--- src/rtl/usb_proto_ctrl_pkg.sv ---
// usb_pkg: shared PID, encoder-kind and FSM-state types plus PID classification helpers
// for the usb_proto_ctrl slice.
package usb_pkg;
  typedef enum logic [3:0] {
    PID_OUT   = 4'b0001,
    PID_IN    = 4'b1001,
    PID_DATA0 = 4'b0011,
    PID_DATA1 = 4'b1011,
    PID_ACK   = 4'b0010,
    PID_NAK   = 4'b1010,
    PID_STALL = 4'b1110
  } usb_pid_t;
  typedef enum logic [1:0] {KIND_TOKEN, KIND_DATA, KIND_HSHK} enc_kind_t;
  typedef enum logic [2:0] {ST_IDLE, ST_TOKEN, ST_DATA_TX, ST_HS_WAIT, ST_DATA_WAIT, ST_HS_TX} proto_state_t;
  function automatic logic is_data(input logic [3:0] pid);
    return pid == PID_DATA0 || pid == PID_DATA1;
  endfunction
  function automatic logic [3:0] data_pid(input logic tog);
    return tog ? PID_DATA1 : PID_DATA0;
  endfunction
endpackage

--- src/rtl/usb_proto_ctrl_if.sv ---
// usb_proto_ctrl_if: request/response, encoder and decoder signals of the transaction controller.
// master = controller view, slave = read/write layer plus encoder/decoder view.
interface usb_proto_ctrl_if #(parameter int DW = 64, parameter int NUM_EP = 4);
  logic req_valid, req_ready, req_dir;
  logic [6:0] req_addr;
  logic [3:0] req_endp;
  logic [DW-1:0] req_data;
  logic done, success, stalled;
  logic [DW-1:0] rsp_data;
  logic [NUM_EP-1:0] toggle_clr;
  logic enc_valid, enc_ready;
  usb_pkg::enc_kind_t enc_kind;
  logic [3:0] enc_pid;
  logic [6:0] enc_addr;
  logic [3:0] enc_endp;
  logic [DW-1:0] enc_data;
  logic dec_valid, dec_crc_ok;
  logic [3:0] dec_pid;
  logic [DW-1:0] dec_data;
  logic nrzi_idle, re;
  modport master (
    input  req_valid, req_dir, req_addr, req_endp, req_data, toggle_clr, enc_ready,
           dec_valid, dec_crc_ok, dec_pid, dec_data, nrzi_idle,
    output req_ready, done, success, stalled, rsp_data, enc_valid, enc_kind, enc_pid,
           enc_addr, enc_endp, enc_data, re
  );
  modport slave (
    output req_valid, req_dir, req_addr, req_endp, req_data, toggle_clr, enc_ready,
           dec_valid, dec_crc_ok, dec_pid, dec_data, nrzi_idle,
    input  req_ready, done, success, stalled, rsp_data, enc_valid, enc_kind, enc_pid,
           enc_addr, enc_endp, enc_data, re
  );
endinterface

--- src/rtl/usb_timeout_timer.sv ---
// usb_timeout_timer: wait-state cycle counter; timeout flags the TIMEOUT-th cycle while enabled.
module usb_timeout_timer #(parameter int TIMEOUT = 255) (
  input  logic clk,
  input  logic rst_b,
  input  logic clr,
  input  logic en,
  output logic timeout
);
  localparam int CW = $clog2(TIMEOUT);
  logic [CW-1:0] r_cnt;
  assign timeout = en && r_cnt == CW'(TIMEOUT - 1);
  always_ff @(posedge clk or negedge rst_b)
    if (!rst_b) r_cnt <= '0;
    else if (clr || timeout) r_cnt <= '0;
    else if (en) r_cnt <= r_cnt + CW'(1);
endmodule

--- src/rtl/usb_proto_ctrl.sv ---
// usb_proto_ctrl: host-side USB OUT/IN transaction FSM with retries, timeout and STALL handling.
// Define USB_PROTO_TOGGLE_EN for the per-endpoint DATA0/DATA1 toggle table and duplicate detection.
module usb_proto_ctrl import usb_pkg::*; #(
  parameter int DATA_BYTES = 8,
  parameter int MAX_ERR    = 8,
  parameter int TIMEOUT    = 255,
  parameter int NUM_EP     = 4
) (
  input logic clk,
  input logic rst_b,
  usb_proto_ctrl_if.master bus
);
  localparam int DW  = 8 * DATA_BYTES;
  localparam int EW  = $clog2(MAX_ERR + 1);
  localparam int EPW = NUM_EP > 1 ? $clog2(NUM_EP) : 1;
  proto_state_t r_state;
  logic r_dir, r_dup, r_done, r_success, r_stalled, r_re, r_enc_valid;
  logic [DW-1:0] r_data, r_rsp_data, r_enc_data;
  logic [EW-1:0] r_err;
  enc_kind_t r_enc_kind;
  logic [3:0] r_enc_pid, r_enc_endp;
  logic [6:0] r_enc_addr;
  logic w_wait, w_timeout, w_hs, w_ok, w_last, w_tog, w_new, w_flip;
  assign w_wait = r_state == ST_HS_WAIT || r_state == ST_DATA_WAIT;
  assign w_hs   = r_enc_valid && bus.enc_ready;
  assign w_ok   = bus.dec_valid && bus.dec_crc_ok;
  assign w_last = r_err == EW'(MAX_ERR - 1);
  assign w_flip = w_ok && ((r_state == ST_HS_WAIT && bus.dec_pid == PID_ACK) ||
                           (r_state == ST_DATA_WAIT && is_data(bus.dec_pid) && w_new));
  usb_timeout_timer #(.TIMEOUT(TIMEOUT)) u_timer (
    .clk(clk), .rst_b(rst_b), .clr(!w_wait), .en(w_wait), .timeout(w_timeout)
  );
`ifdef USB_PROTO_TOGGLE_EN
  logic [NUM_EP-1:0] r_toggle;
  logic [EPW-1:0] w_ep;
  assign w_ep  = r_enc_endp[EPW-1:0];
  assign w_tog = r_toggle[w_ep];
  assign w_new = bus.dec_pid == data_pid(w_tog);
  // A clear requested in the same cycle as a flip leaves the endpoint at DATA0.
  always_ff @(posedge clk or negedge rst_b)
    if (!rst_b) r_toggle <= '0;
    else for (int i = 0; i < NUM_EP; i++)
      if (bus.toggle_clr[i]) r_toggle[i] <= 1'b0;
      else if (w_flip && w_ep == EPW'(i)) r_toggle[i] <= ~r_toggle[i];
`else
  logic w_unused;
  assign w_tog    = 1'b0;
  assign w_new    = 1'b1;
  assign w_unused = ^{bus.toggle_clr, w_flip};
`endif
  always_ff @(posedge clk or negedge rst_b)
    if (!rst_b) begin
      r_state <= ST_IDLE;
      r_dir <= 1'b0;
      r_dup <= 1'b0;
      r_data <= '0;
      r_err <= '0;
      r_done <= 1'b0;
      r_success <= 1'b0;
      r_stalled <= 1'b0;
      r_re <= 1'b0;
      r_rsp_data <= '0;
      r_enc_valid <= 1'b0;
      r_enc_kind <= KIND_TOKEN;
      r_enc_pid <= '0;
      r_enc_addr <= '0;
      r_enc_endp <= '0;
      r_enc_data <= '0;
    end else begin
      r_done <= 1'b0;
      r_re <= w_wait && bus.nrzi_idle;
      case (r_state)
        ST_IDLE: if (bus.req_valid) begin
          r_dir <= bus.req_dir;
          r_data <= bus.req_data;
          r_err <= '0;
          r_dup <= 1'b0;
          r_success <= 1'b0;
          r_stalled <= 1'b0;
          r_state <= ST_TOKEN;
          r_enc_valid <= 1'b1;
          r_enc_kind <= KIND_TOKEN;
          r_enc_pid <= bus.req_dir ? PID_IN : PID_OUT;
          r_enc_addr <= bus.req_addr;
          r_enc_endp <= bus.req_endp;
        end
        ST_TOKEN: if (w_hs) begin
          r_state <= r_dir ? ST_DATA_WAIT : ST_DATA_TX;
          r_enc_valid <= !r_dir;
          if (!r_dir) begin
            r_enc_kind <= KIND_DATA;
            r_enc_pid <= data_pid(w_tog);
            r_enc_data <= r_data;
          end
        end
        ST_DATA_TX: if (w_hs) begin
          r_state <= ST_HS_WAIT;
          r_enc_valid <= 1'b0;
        end
        // The encoder registers still hold the DATA packet, so a retry only re-raises valid.
        ST_HS_WAIT:
          if (w_ok && (bus.dec_pid == PID_ACK || bus.dec_pid == PID_STALL)) begin
            r_state <= ST_IDLE;
            r_done <= 1'b1;
            r_success <= bus.dec_pid == PID_ACK;
            r_stalled <= bus.dec_pid == PID_STALL;
          end else if (bus.dec_valid || w_timeout) begin
            r_state <= w_last ? ST_IDLE : ST_DATA_TX;
            r_done <= w_last;
            r_enc_valid <= !w_last;
            r_err <= r_err + EW'(1);
          end
        ST_DATA_WAIT:
          if (w_ok && is_data(bus.dec_pid)) begin
            if (w_new) r_rsp_data <= bus.dec_data;
            r_dup <= !w_new;
            r_state <= ST_HS_TX;
            r_enc_valid <= 1'b1;
            r_enc_kind <= KIND_HSHK;
            r_enc_pid <= PID_ACK;
          end else if (w_ok && bus.dec_pid == PID_STALL) begin
            r_state <= ST_IDLE;
            r_done <= 1'b1;
            r_stalled <= 1'b1;
          end else if (bus.dec_valid || w_timeout) begin
            r_state <= w_last ? ST_IDLE : ST_TOKEN;
            r_done <= w_last;
            r_enc_valid <= !w_last;
            r_err <= r_err + EW'(1);
          end
        ST_HS_TX: if (w_hs) begin
          r_state <= (!r_dup || w_last) ? ST_IDLE : ST_TOKEN;
          r_done <= !r_dup || w_last;
          r_success <= !r_dup;
          r_enc_valid <= r_dup && !w_last;
          r_enc_kind <= KIND_TOKEN;
          r_enc_pid <= PID_IN;
          if (r_dup) r_err <= r_err + EW'(1);
        end
        default: r_state <= ST_IDLE;
      endcase
    end
  assign bus.req_ready = r_state == ST_IDLE;
  assign bus.done      = r_done;
  assign bus.success   = r_success;
  assign bus.stalled   = r_stalled;
  assign bus.rsp_data  = r_rsp_data;
  assign bus.enc_valid = r_enc_valid;
  assign bus.enc_kind  = r_enc_kind;
  assign bus.enc_pid   = r_enc_pid;
  assign bus.enc_addr  = r_enc_addr;
  assign bus.enc_endp  = r_enc_endp;
  assign bus.enc_data  = r_enc_data;
  assign bus.re        = r_re;
endmodule

--- src/flat_wrapper.sv ---
// flat-port wrapper written by rule: the top's interface ports become plain ports
module usb_proto_ctrl_flat import usb_pkg::*;
#(
  parameter int DATA_BYTES = 8,
  parameter int MAX_ERR    = 8,
  parameter int TIMEOUT    = 255,
  parameter int NUM_EP     = 4
)
  (clk, rst_b, bus_req_valid, bus_req_dir, bus_req_addr, bus_req_endp, bus_req_data, bus_toggle_clr, bus_enc_ready, bus_dec_valid, bus_dec_crc_ok, bus_dec_pid, bus_dec_data, bus_nrzi_idle, bus_req_ready, bus_done, bus_success, bus_stalled, bus_rsp_data, bus_enc_valid, bus_enc_kind, bus_enc_pid, bus_enc_addr, bus_enc_endp, bus_enc_data, bus_re);
  usb_proto_ctrl_if #(.DW((64)), .NUM_EP(NUM_EP)) bus_i ();
  input logic clk;
  input logic rst_b;
  input wire logic [$bits(bus_i.req_valid)-1:0] bus_req_valid;
  input wire logic [$bits(bus_i.req_dir)-1:0] bus_req_dir;
  input wire logic [$bits(bus_i.req_addr)-1:0] bus_req_addr;
  input wire logic [$bits(bus_i.req_endp)-1:0] bus_req_endp;
  input wire logic [$bits(bus_i.req_data)-1:0] bus_req_data;
  input wire logic [$bits(bus_i.toggle_clr)-1:0] bus_toggle_clr;
  input wire logic [$bits(bus_i.enc_ready)-1:0] bus_enc_ready;
  input wire logic [$bits(bus_i.dec_valid)-1:0] bus_dec_valid;
  input wire logic [$bits(bus_i.dec_crc_ok)-1:0] bus_dec_crc_ok;
  input wire logic [$bits(bus_i.dec_pid)-1:0] bus_dec_pid;
  input wire logic [$bits(bus_i.dec_data)-1:0] bus_dec_data;
  input wire logic [$bits(bus_i.nrzi_idle)-1:0] bus_nrzi_idle;
  output wire logic [$bits(bus_i.req_ready)-1:0] bus_req_ready;
  output wire logic [$bits(bus_i.done)-1:0] bus_done;
  output wire logic [$bits(bus_i.success)-1:0] bus_success;
  output wire logic [$bits(bus_i.stalled)-1:0] bus_stalled;
  output wire logic [$bits(bus_i.rsp_data)-1:0] bus_rsp_data;
  output wire logic [$bits(bus_i.enc_valid)-1:0] bus_enc_valid;
  output wire logic [$bits(bus_i.enc_kind)-1:0] bus_enc_kind;
  output wire logic [$bits(bus_i.enc_pid)-1:0] bus_enc_pid;
  output wire logic [$bits(bus_i.enc_addr)-1:0] bus_enc_addr;
  output wire logic [$bits(bus_i.enc_endp)-1:0] bus_enc_endp;
  output wire logic [$bits(bus_i.enc_data)-1:0] bus_enc_data;
  output wire logic [$bits(bus_i.re)-1:0] bus_re;
  assign bus_i.req_valid = bus_req_valid;
  assign bus_i.req_dir = bus_req_dir;
  assign bus_i.req_addr = bus_req_addr;
  assign bus_i.req_endp = bus_req_endp;
  assign bus_i.req_data = bus_req_data;
  assign bus_i.toggle_clr = bus_toggle_clr;
  assign bus_i.enc_ready = bus_enc_ready;
  assign bus_i.dec_valid = bus_dec_valid;
  assign bus_i.dec_crc_ok = bus_dec_crc_ok;
  assign bus_i.dec_pid = bus_dec_pid;
  assign bus_i.dec_data = bus_dec_data;
  assign bus_i.nrzi_idle = bus_nrzi_idle;
  assign bus_req_ready = bus_i.req_ready;
  assign bus_done = bus_i.done;
  assign bus_success = bus_i.success;
  assign bus_stalled = bus_i.stalled;
  assign bus_rsp_data = bus_i.rsp_data;
  assign bus_enc_valid = bus_i.enc_valid;
  assign bus_enc_kind = bus_i.enc_kind;
  assign bus_enc_pid = bus_i.enc_pid;
  assign bus_enc_addr = bus_i.enc_addr;
  assign bus_enc_endp = bus_i.enc_endp;
  assign bus_enc_data = bus_i.enc_data;
  assign bus_re = bus_i.re;
  usb_proto_ctrl #(.DATA_BYTES(DATA_BYTES), .MAX_ERR(MAX_ERR), .TIMEOUT(TIMEOUT), .NUM_EP(NUM_EP)) u_core (.clk(clk), .rst_b(rst_b), .bus(bus_i));
endmodule
--- config.mk ---
export PLATFORM = sky130hd
export DESIGN_NAME = usb_proto_ctrl_flat
export DESIGN_NICKNAME = d
export VERILOG_FILES = /design/src/rtl/usb_proto_ctrl_pkg.sv /design/src/rtl/usb_proto_ctrl_if.sv /design/src/rtl/usb_timeout_timer.sv /design/src/rtl/usb_proto_ctrl.sv /design/src/flat_wrapper.sv
export SDC_FILE = /design/constraint.sdc
export NUM_CORES = 1
export LEC_CHECK = 0
export BUFFER_PORTS_ARGS = -buffer_cell sky130_fd_sc_hd__buf_2
export CAP_MARGIN = 20
export CORE_MARGIN = 2
export CORE_UTILIZATION = 50
export CTS_CLUSTER_SIZE = 25
export DETAILED_ROUTE_END_ITERATION = 16
export PLACE_DENSITY = 0.91
export SKIP_LAST_GASP = 1
export SLEW_MARGIN = 20
export SYNTH_ARGS = -nofsm -noshare
export SYNTH_HDL_FRONTEND = slang
export SYNTH_SLANG_ARGS = --single-unit
--- constraint.sdc ---
create_clock -name clk -period 2.6 [get_ports clk]
set_input_delay 0.65 -clock clk [delete_from_list [all_inputs] [get_ports clk]]
set_output_delay 0.65 -clock clk [all_outputs]
set_load 0.05 [all_outputs]
==> qor.yml <==
placement:
  dp.final_hpwl_um: 14900
  gp_congestion: 0.887
  port_buffers: 300
global_route:
  grt_max_degree: 78
  grt_overflow_total: 0
  grt_pass1_wl_um: 33400
  first_global_vias: 6400
  grt_antenna_before_repair: 2
  grt_usage: 0.215
die:
  io_pins: 306
  die_y_um: 138
  die_area_um2: 19200
  core_region_area_um2: 17800
  die_x_um: 138
  initial_core_util: 0.506
  row_count: 49
detailed_routing:
  viasPerCell: 5.23
  vias: 6050
  ant_nets: 0
  wl_per_cell_um: 18.0
  drt_iter0_markers: 320
  drc: 0
  drt_first_pass_iters: 4
  routed_wl_um: 20800
timing:
  slew_viol_final: 0
  fin_hold_ws_ps: 118
  fmax_mhz: 431
  rsz0062_at_grt: "false"
  worst_pin_slew_ps: 600
  finalCriticalPeriod_ps: 2320
  slew_headroom: 0.597
  final_hold_viol_count: 0
  period_share: 0.892
  finalSetupViolCount: 0
  clock-skew-final_ps: 12.5
  fin_setup_tns_ps: 0
logic_synthesis:
  ys_ff_latch: 229
  synthFlopType: "dfrtp_1"
  netlist_area_um2: 9030
  synth_warnings: 0
  postSynth.asyncResetShare: 1.00
  ys_seq_area_frac: 0.634
  syn_inst: 597
  synth_area_per_cell_um2: 15.1
  synth_edf_count: 0
  synth_cell_type_count: 50
  synth.net_count: 755
setup_path:
  start_kind: "register"
  critical_path.reg2reg.endpoint: "u_core.r_state[2]$_DFFE_PN0P_"
  crit_arrival_ps: 1670
  crit-reg2reg-launch: "u_core.r_state[2]$_DFFE_PN0P_"
  end_kind: "output pin"
  cp_max_fo: 9
  rr_worst_depth: 5
  path_class: "reg2out"
  r2r_slack_ps: 410
  required_ps: 1950
clocking:
  cts_buffer_depth: 3
  cts.sinks: 229
  root_buffer: "clkbuf_16"
  numCtsBuffers: 23
  cts_setup_buffers: 0
  post_cts_resize_count: 0
  cts_tree: "built"
  insertion_delay_ps: 500
  path_clk_slew_ps: 70
  htreeDepth: 1
  cts_hold_buf: 0
final_layout:
  final_nets: 1068
  n_fill_cell: 1265
  mostFrequentLayoutCells: "299 x buf_2, 229 x dfrtp_1, 202 x mux2_2"
  final_common_cell: "buf_2"
  layout-drive-gt1-share: 0.606
  synthToLayoutAreaGrowth_pct: 28.8
pwr:
  power.leakage_uw: 0.00620
  powerDensity_nw_per_um2: 1180
  peakVddDrop_uv: 830
  total_power_uw: 13700
run_status:
  status: "finished clean"
worst_hold_path:
  holdCritPathClass: "in2async"
flow_run:
  drv_cap: 0
==> cells in the mapped netlist, types with 3 or more instances <==
master    instances  area, µm²
dfrtp_1         229       5730
mux2_2          202       2270
nor2_1           18       67.6
nand2_1          17       63.8
buf_2            16       80.1
inv_1             9       33.8
nand3_1           8       40.0
o21ai_0           7       35.0
buf_1             6       22.5
mux2_1            6       67.6
xor2_1            5       43.8
a21oi_1           4       20.0
and2_1            4       25.0
mux2i_1           4       40.0
a211oi_1          3       22.5
a21o_1            3       22.5
and3_1            3       18.8
clkbuf_1          3       11.3
ha_1              3       37.5
nand2b_1          3       18.8
nand3b_1          3       22.5
nand4_1           3       18.8
o211ai_1          3       22.5
==> final cells by class <==
cell class,count,area [µm²],share of cell area
Timing Repair Buffer,316,1690,0.146
Multi-Input combinational cell,331,3130,0.269
Inverter,9,33.8,0.00290
Sequential cell,229,5730,0.492
Antenna cell,1,2.50,0.000215
Tap cell,229,287,0.0246
Clock buffer,34,687,0.0590
Clock inverter,8,71.3,0.00613
==> routing by layer <==
| layer | GRT usage | routed length [µm] | vias up |
|---|---|---|---|
| met4 | 0.0752 | 694 | 2 |
| met5 | 0 | 16 | - |
| met2 | 0.381 | 10500 | 274 |
| met1 | 0.252 | 7820 | 2967 |
| met3 | 0.0603 | 1760 | 53 |
| li1 | - | - | 2754 |
==> flip-flops by register name, indices dropped and copies added (netlist names) <==
signal                flops
u_core.bus.enc_valid      1
u_core.bus.enc_kind       2
u_core.bus.stalled        1
u_core.bus.done           1
u_core.bus.re             1
u_core.u_timer.r_cnt      8
u_core.bus.enc_pid        3
u_core.bus.enc_data      64
u_core.r_data            64
u_core.bus.success        1
u_core.bus.enc_endp       4
u_core.r_state            3
u_core.bus.rsp_data      64
u_core.bus.enc_addr       7
u_core.r_err              4
u_core.r_dir              1
==> metrics by stage <==
stage | std cells | cell area, µm² | setup WS (ps) | util
2_1_floorplan | 597 | 9030 | 145 | -
3_3_place_gp | 1114 | 10900 | 385 | 0.610
3_5_place_dp | 1114 | 10900 | 356 | 0.610
4_1_cts | 1156 | 11600 | 293 | 0.652
5_1_grt | 1157 | 11600 | 252 | 0.652
6_report | 1157 | 11600 | 280 | 0.652
==> report_power, final <==
group | internal (µW) | switching (µW) | total (µW)
clock | 1930 | 1320 | 3250
sequential | 4740 | 638 | 5380
combinational | 1620 | 3450 | 5070
==> worst max-delay path by stage <==
stage | start | endpoint | slack, ps
after CTS | u_core.r_state[2]$_DFFE_PN0P_ | bus_req_ready | 290
after floorplan | u_core.r_state[1]$_DFFE_PN0P_ | bus_req_ready | 150
after global routing | u_core.r_state[2]$_DFFE_PN0P_ | bus_req_ready | 250
after detailed placement | bus_dec_pid[2] | u_core.bus.enc_pid[1]$_DFFE_PN0P_ | 360
after global placement | bus_dec_pid[2] | u_core.bus.enc_pid[3]$_DFFE_PN0P_ | 390
final | u_core.r_state[2]$_DFFE_PN0P_ | bus_req_ready | 280
==> critical path, stage by stage (launching register included) <==
cell and delay, ps:
dfrtp_1 470, buf_4 200, nor3_1 190, buf_2 310
==> logic make-up after synthesis <==
family	share of synthesized area
buf+inv	0.0197
other cells	0.000415
mux	0.264
compound gates	0.0280
xor+xnor	0.00679
flops	0.634
fa+ha+maj	0.00415
simple gates	0.0431
(Power assumes the default switching activity.)
